[config.mk]
export PLATFORM = sky130hd
export DESIGN_NAME = pipeline_ctrl
export DESIGN_NICKNAME = d
export VERILOG_FILES = /design/src/rtl/pipeline_ctrl.sv
export SDC_FILE = /design/constraint.sdc
export NUM_CORES = 1
export LEC_CHECK = 0
export ABC_AREA = 1
export CORE_MARGIN = 3
export CORE_UTILIZATION = 51
export CTS_CLUSTER_DIAMETER = 150
export DETAILED_ROUTE_END_ITERATION = 10
export PLACE_DENSITY = 0.82
export SLEW_MARGIN = 20
export SYNTH_ARGS = -nofsm -noshare
export SYNTH_HDL_FRONTEND = slang
export SYNTH_SLANG_ARGS = --single-unit
[constraint.sdc]
create_clock -name CLK -period 3.7 [get_ports CLK]
set_input_delay 1.11 -clock CLK [delete_from_list [all_inputs] [get_ports CLK]]
set_output_delay 1.11 -clock CLK [all_outputs]
set_load 0.05 [all_outputs]
[src/rtl/pipeline_ctrl.sv]
// pipeline_ctrl: central pipeline sequencer for the five-stage core.
//
// Combines the load-use stall request, the branch-taken flush and multi-cycle
// data-memory accesses into per-stage load / clear / bubble controls. A small
// wait-state FSM (RUN, MWAIT + 4-bit wait counter) freezes the pipe while a
// data-memory access completes. Saturating counters track stall cycles and
// branch squashes.
//
// Parameters
//   MEM_WAIT  extra wait cycles per data-memory access (0..15), 0 = single cycle
//   CNT_W     stall counter width
// Ports
//   CLK           clock, rising edge
//   RESET_N       asynchronous active-low reset
//   hz_stall      load-use stall request from the hazard unit
//   branch_taken  taken branch resolved in ID
//   mem_req       instruction in MEM performs a load or store
//   clr_cnt       synchronous clear of both performance counters
//   PC_ld, IF_ID_ld, ID_EX_ld, EX_MEM_ld, MEM_WB_ld   stage load enables
//   IF_ID_clr     squash IF/ID to NOP on this edge
//   ID_EX_bubble  select NOP control word into ID/EX
//   mem_busy      high while the FSM is in MWAIT
//   stall_cnt     cycles with PC_ld = 0, saturating
//   flush_cnt     branch squashes, saturating at 255
module pipeline_ctrl #(
  parameter int unsigned MEM_WAIT = 2,
  parameter int unsigned CNT_W    = 16
) (
  input  logic             CLK,
  input  logic             RESET_N,
  input  logic             hz_stall,
  input  logic             branch_taken,
  input  logic             mem_req,
  input  logic             clr_cnt,
  output logic             PC_ld,
  output logic             IF_ID_ld,
  output logic             IF_ID_clr,
  output logic             ID_EX_bubble,
  output logic             ID_EX_ld,
  output logic             EX_MEM_ld,
  output logic             MEM_WB_ld,
  output logic             mem_busy,
  output logic [CNT_W-1:0] stall_cnt,
  output logic [7:0]       flush_cnt
);

  localparam bit         HasWait  = (MEM_WAIT != 0);
  localparam logic [3:0] WaitInit = HasWait ? 4'(MEM_WAIT - 1) : 4'd0;

  typedef enum logic [0:0] {StRun, StMwait} state_e;

  state_e           state_q, state_d;
  logic [3:0]       wcnt_q, wcnt_d;
  logic [CNT_W-1:0] stall_q;
  logic [7:0]       flush_q;
  logic             run_rules;
  logic             flush_inc;

  assign stall_cnt = stall_q;
  assign flush_cnt = flush_q;

  // Outputs are decoded from the registered state and the current inputs.
  // Holding RESET_N low forces the safe values: everything frozen, NOP in ID/EX.
  always_comb begin
    state_d      = state_q;
    wcnt_d       = wcnt_q;
    run_rules    = 1'b0;
    flush_inc    = 1'b0;
    PC_ld        = 1'b0;
    IF_ID_ld     = 1'b0;
    ID_EX_ld     = 1'b0;
    EX_MEM_ld    = 1'b0;
    MEM_WB_ld    = 1'b0;
    IF_ID_clr    = 1'b0;
    ID_EX_bubble = 1'b1;
    mem_busy     = 1'b0;

    if (RESET_N) begin
      ID_EX_bubble = 1'b0;
      mem_busy     = (state_q == StMwait);

      unique case (state_q)
        StRun: begin
          if (mem_req && HasWait) begin
            state_d = StMwait;
            wcnt_d  = WaitInit;
          end else begin
            run_rules = 1'b1;
          end
        end
        StMwait: begin
          if (wcnt_q != 4'd0) begin
            wcnt_d = wcnt_q - 4'd1;
          end else begin
            // Release cycle: MEM advances now, so mem_req here is stale.
            state_d   = StRun;
            run_rules = 1'b1;
          end
        end
      endcase

      if (run_rules) begin
        ID_EX_ld  = 1'b1;
        EX_MEM_ld = 1'b1;
        MEM_WB_ld = 1'b1;
        if (hz_stall) begin
          ID_EX_bubble = 1'b1;
        end else begin
          PC_ld    = 1'b1;
          IF_ID_ld = 1'b1;
          if (branch_taken) begin
            IF_ID_clr = 1'b1;
            flush_inc = 1'b1;
          end
        end
      end
    end
  end

  always_ff @(posedge CLK or negedge RESET_N) begin
    if (!RESET_N) begin
      state_q <= StRun;
      wcnt_q  <= 4'd0;
      stall_q <= '0;
      flush_q <= '0;
    end else begin
      state_q <= state_d;
      wcnt_q  <= wcnt_d;
      if (clr_cnt) begin
        stall_q <= '0;
        flush_q <= '0;
      end else begin
        if (!PC_ld && (stall_q != {CNT_W{1'b1}})) begin
          stall_q <= stall_q + CNT_W'(1);
        end
        if (flush_inc && (flush_q != 8'hff)) begin
          flush_q <= flush_q + 8'd1;
        end
      end
    end
  end

endmodule
---- Yosys cells after proc, flatten, opt, wreduce, memory -nomap -nowiden ----
Cells that the tools add are included.
storage, ports and cells
  output and inout port bits .............. 32
  logic and storage cells ................. 46
  bits in registers ....................... 29
cells by class
  add/subtract/negate cells ............... 3
  bitwise operators ....................... 1
  multiplexer cells ....................... 27
  reductions and logical operators ........ 7
  equality and inequality tests ........... 4
operator list
  cell                   count
  $mux 16                2
  $mux 1                 18
  $add 16x1->16 const B  1
  $mux 8                 2
  $ne 16x16->1 const B   1
  $add 8x1->8 const B    1
  $mux 4                 2
  $ne 8x8->1 const B     1
  $pmux 4 s2             1
  $pmux 1 s2             2
  $reduce_bool 2->1      2
  $reduce_bool 4->1      1
  $sub 4x1->4 const B    1
  $reduce_and 3->1       1
  $logic_and 1x1->1      2
  $ne 2x1->1 const B     1
  $ne 2x2->1 const B     1
  $logic_not 1->1        1
  $not 1->1              1

---- Depth between registers and ports, before layout ----
  word-level depth ........................ 10
  mapped depth ............................ 11

---- Least setup slack after synthesis ----
No wires, ideal clock.
  path kind ............................... input -> output
  start point ............................. input mem_req
  end point ............................... output ID_EX_bubble
  path slack .............................. 0.241 ns
  data arrival time ....................... 2.349 ns
  stages .................................. 4
  path through ............................ or2_1 -> nand3_1 -> inv_1 -> a21oi_1
on the way
  word-level cells in the longest chain between the ends .. 5
RTL lines
  element             line  RTL
  start: declaration  33    input logic mem_req,
  $mux 1              84    if (mem_req && HasWait) begin
  $pmux 1 s2          82    unique case (state_q)
  $mux 1              78    if (RESET_N) begin
  $mux 1              102   if (run_rules) begin
  $mux 1              78
  end: declaration    38    output logic ID_EX_bubble,
Every way passes these cells. The select of a mux whose other input is x is not followed.

---- Final worst setup path ----
  start point ............................. input RESET_N
  end point ............................... output mem_busy
on the way
  word-level cells in the longest chain between the ends .. 1
RTL lines
  element             line  RTL
  start: declaration  30    input logic RESET_N,
  $mux 1              78
  end: declaration    42    output logic mem_busy,
Every way passes these cells.

==> out/metrics.cfg <==
[setup_path]
r2r-start=flush_cnt[0]
startpoint=RESET_N
reg2reg_to=flush_cnt[0]
reg2reg_depth=8
crit_arrival_ns=2.39
worstPathRequired_ns=2.59
worstSetupPathType=input pin to primary output
crit_path_end=mem_busy
cp_max_fo=12
endpoint_kind=primary output
worstSetupStartpointType=input pin
reg2reg_slack_ns=1.97

[synthesis]
muxShareOfSynthArea_pct=0
synth-adder-area-share_pct=2.62
yosys_warnings=0
avgSynthCellArea_um2=7.27
yosysUniqueCellTypes=34
synth_compound_area_share_pct=5.82
yosysSeqAreaShare_pct=38.0
synth_seq_cells=29
synth-simple-area-share_pct=40.8
synth-xor-area-share_pct=5.04
syn_nets=273
syn_area_um2=1910
synth_top_family_by_area=simple AND/OR/NAND/NOR gates
syn_inst=263

[sta]
hold_viol=0
post-route-min-period_ns=3.50
tns_ns=0
max_slew_margin_pct=54.8
setup_viol=0
final-max-slew-violation-count=0
min_period_over_period_pct=94.5
tightest_slew_ns=0.677
whs_ns=0.491
timing.fmax_mhz=286
skew_ns=0.00892
grt_setup_unrepaired=no

[detailed_routing]
drt_iter0_markers=96
avgViaCountPerCell=5.27
wirelength_mm=4.34
vias=1851
drcViolationCount=0
ant_nets=0
first_pass_iters=4
wl_per_cell_um=12.4

[grt]
overflow=0
antenna_found_initial=0
grtUsageTotal_pct=21.2
first_global_vias=1662
grt_pass1_wl_mm=7.43
grt_max_degree=23

[final_layout]
drive_gt1_share_pct=11.8
fin_area_um2=2490
final_nets=314
synthToLayoutAreaGrowth_pct=30.0
diodes=0
final_cell_count_no_fill=351

[clock_network]
cts_hold_buf=0
clock_sinks=29
cts_buffers=5
h-tree-depth=2
clk_latency_ns=0.28
ctsResizeCount=0
clkSlewWorstSetupHoldPaths_ns=0.06
clk_path_buf_depth=2
cts_setup_buffers=0
cts_root_buf=clkbuf_8
cts_tree=yes

[place]
dp_cells=343
dp_hpwl_mm=3.29
io_buffers=37
gp_congestion=0.921
place_area_um2=2400

[status]
status=finished, final reports clean

[power_and_ir_drop]
p_leak_uw=0.00113
cellPowerDensity_nw_per_um2=392
irDropWorstVdd_uv=239
total_power_uw=975

[worst_hold_path]
min_path_type=flop to flop

[run]
maxCapViolations=0

[die]
die_h_um=67.2
die-area_um2=4520
fp.dieW_um=67.2
io_pins=38
core.rowCount=21
core_region_area_um2=3470
initial_utilization_pct=55.1

## cells in the mapped netlist, drive strengths merged
cell,count,area [µm²]
a21oi,2,10.0
and2,1,7.51
buf,7,52.5
clkbuf,2,8.75
clkinv,1,5.00
dfrtp,29,726
ha,4,50.1
inv,22,82.6
nand2,79,328
nand2b,1,6.26
nand3,37,208
nand3b,1,7.51
nand4,9,62.6
nor2,37,146
nor3b,1,7.51
o21ai,14,70.1
o21bai,2,15.0
o31ai,1,7.51
o32ai,1,8.76
or2,1,6.26
xnor2,4,35.0
xor2,7,61.3
## metal layers
metal	share of wire, %	global-route usage [%]	vias to the layer above	wire length, µm
met5	0	0	-	0
met4	1.2	7.09	0	52
met1	47	28.6	862	2060
li1	-	-	933	-
met3	4.1	3.16	7	177
met2	47	35.0	49	2050
## worst max-delay path, cell delays in order
cell and delay, ns:
clkdlybuf4s50_1 0.66, buf_4 0.27, nand2_1 0.11, inv_1 0.10, buf_12 0.14
## kinds of logic after synthesis
logic type                 count (synthesis)
xor gates and xnor gates                  11
buffers and inverters                     32
AOI/OAI and AO/OA                         20
adders and majority gates                  4
DFF                                       29
and+or+nand+nor                          167
## power breakdown
| part | switching, µW | total, µW | internal (µW) |
|---|---|---|---|
| combinational | 215 | 353 | 138 |
| clock | 114 | 244 | 130 |
| sequential | 31.3 | 379 | 348 |
## layout by cell type, fill, tap and decap left out, types with 4 or more instances in the layout
cell type / synthesis / layout
inv_1: 21 / 21
o21ai_0: 8 / 8
nand3_1: 34 / 34
nor2_1: 34 / 34
xnor2_1: 4 / 4
buf_12: 0 / 8
dfrtp_1: 29 / 29
ha_1: 4 / 4
clkbuf_8: 0 / 5
nand4_1: 8 / 8
o21ai_1: 6 / 6
xor2_1: 7 / 7
buf_4: 3 / 6
nand2_1: 74 / 74
clkdlybuf4s50_1: 0 / 29
## worst min-delay path by stage
stage / start / end / slack (ns) / depth (start not counted)
after floorplan: wcnt_q[0] / wcnt_q[0] / 0.45 / 1
after global placement: wcnt_q[0] / wcnt_q[0] / 0.48 / 1
after detailed placement: wcnt_q[0] / wcnt_q[0] / 0.49 / 1
after CTS: wcnt_q[0] / wcnt_q[0] / 0.51 / 1
after global routing: wcnt_q[0] / wcnt_q[0] / 0.52 / 1
final: wcnt_q[0] / wcnt_q[0] / 0.49 / 1
## sequential cells by signal (all words and copies together) (netlist names)
signal / flops
stall_cnt: 16
flush_cnt: 8
state_q: 1
wcnt_q: 4
## cell type report
class                   instances  area (µm²)
flip-flops and latches         29         726
repair buffers                 43         495
well taps                      46        57.6
clock buffers                   6        72.6
clock inverters                 2        10.0
multi-input cells             202        1040
fillers                       280         982
inverters                      23        87.6
## metrics by stage
step / setup WS (ns) / utilization (%)
detailed placement: 0.205 / 69.3
global placement: 0.226 / 69.3
CTS: 0.189 / 71.7
finish: 0.203 / 71.7
global route: 0.0875 / 71.7
floorplan: 0.241 / -
Note: power is estimated with default switching activity, not from simulation.
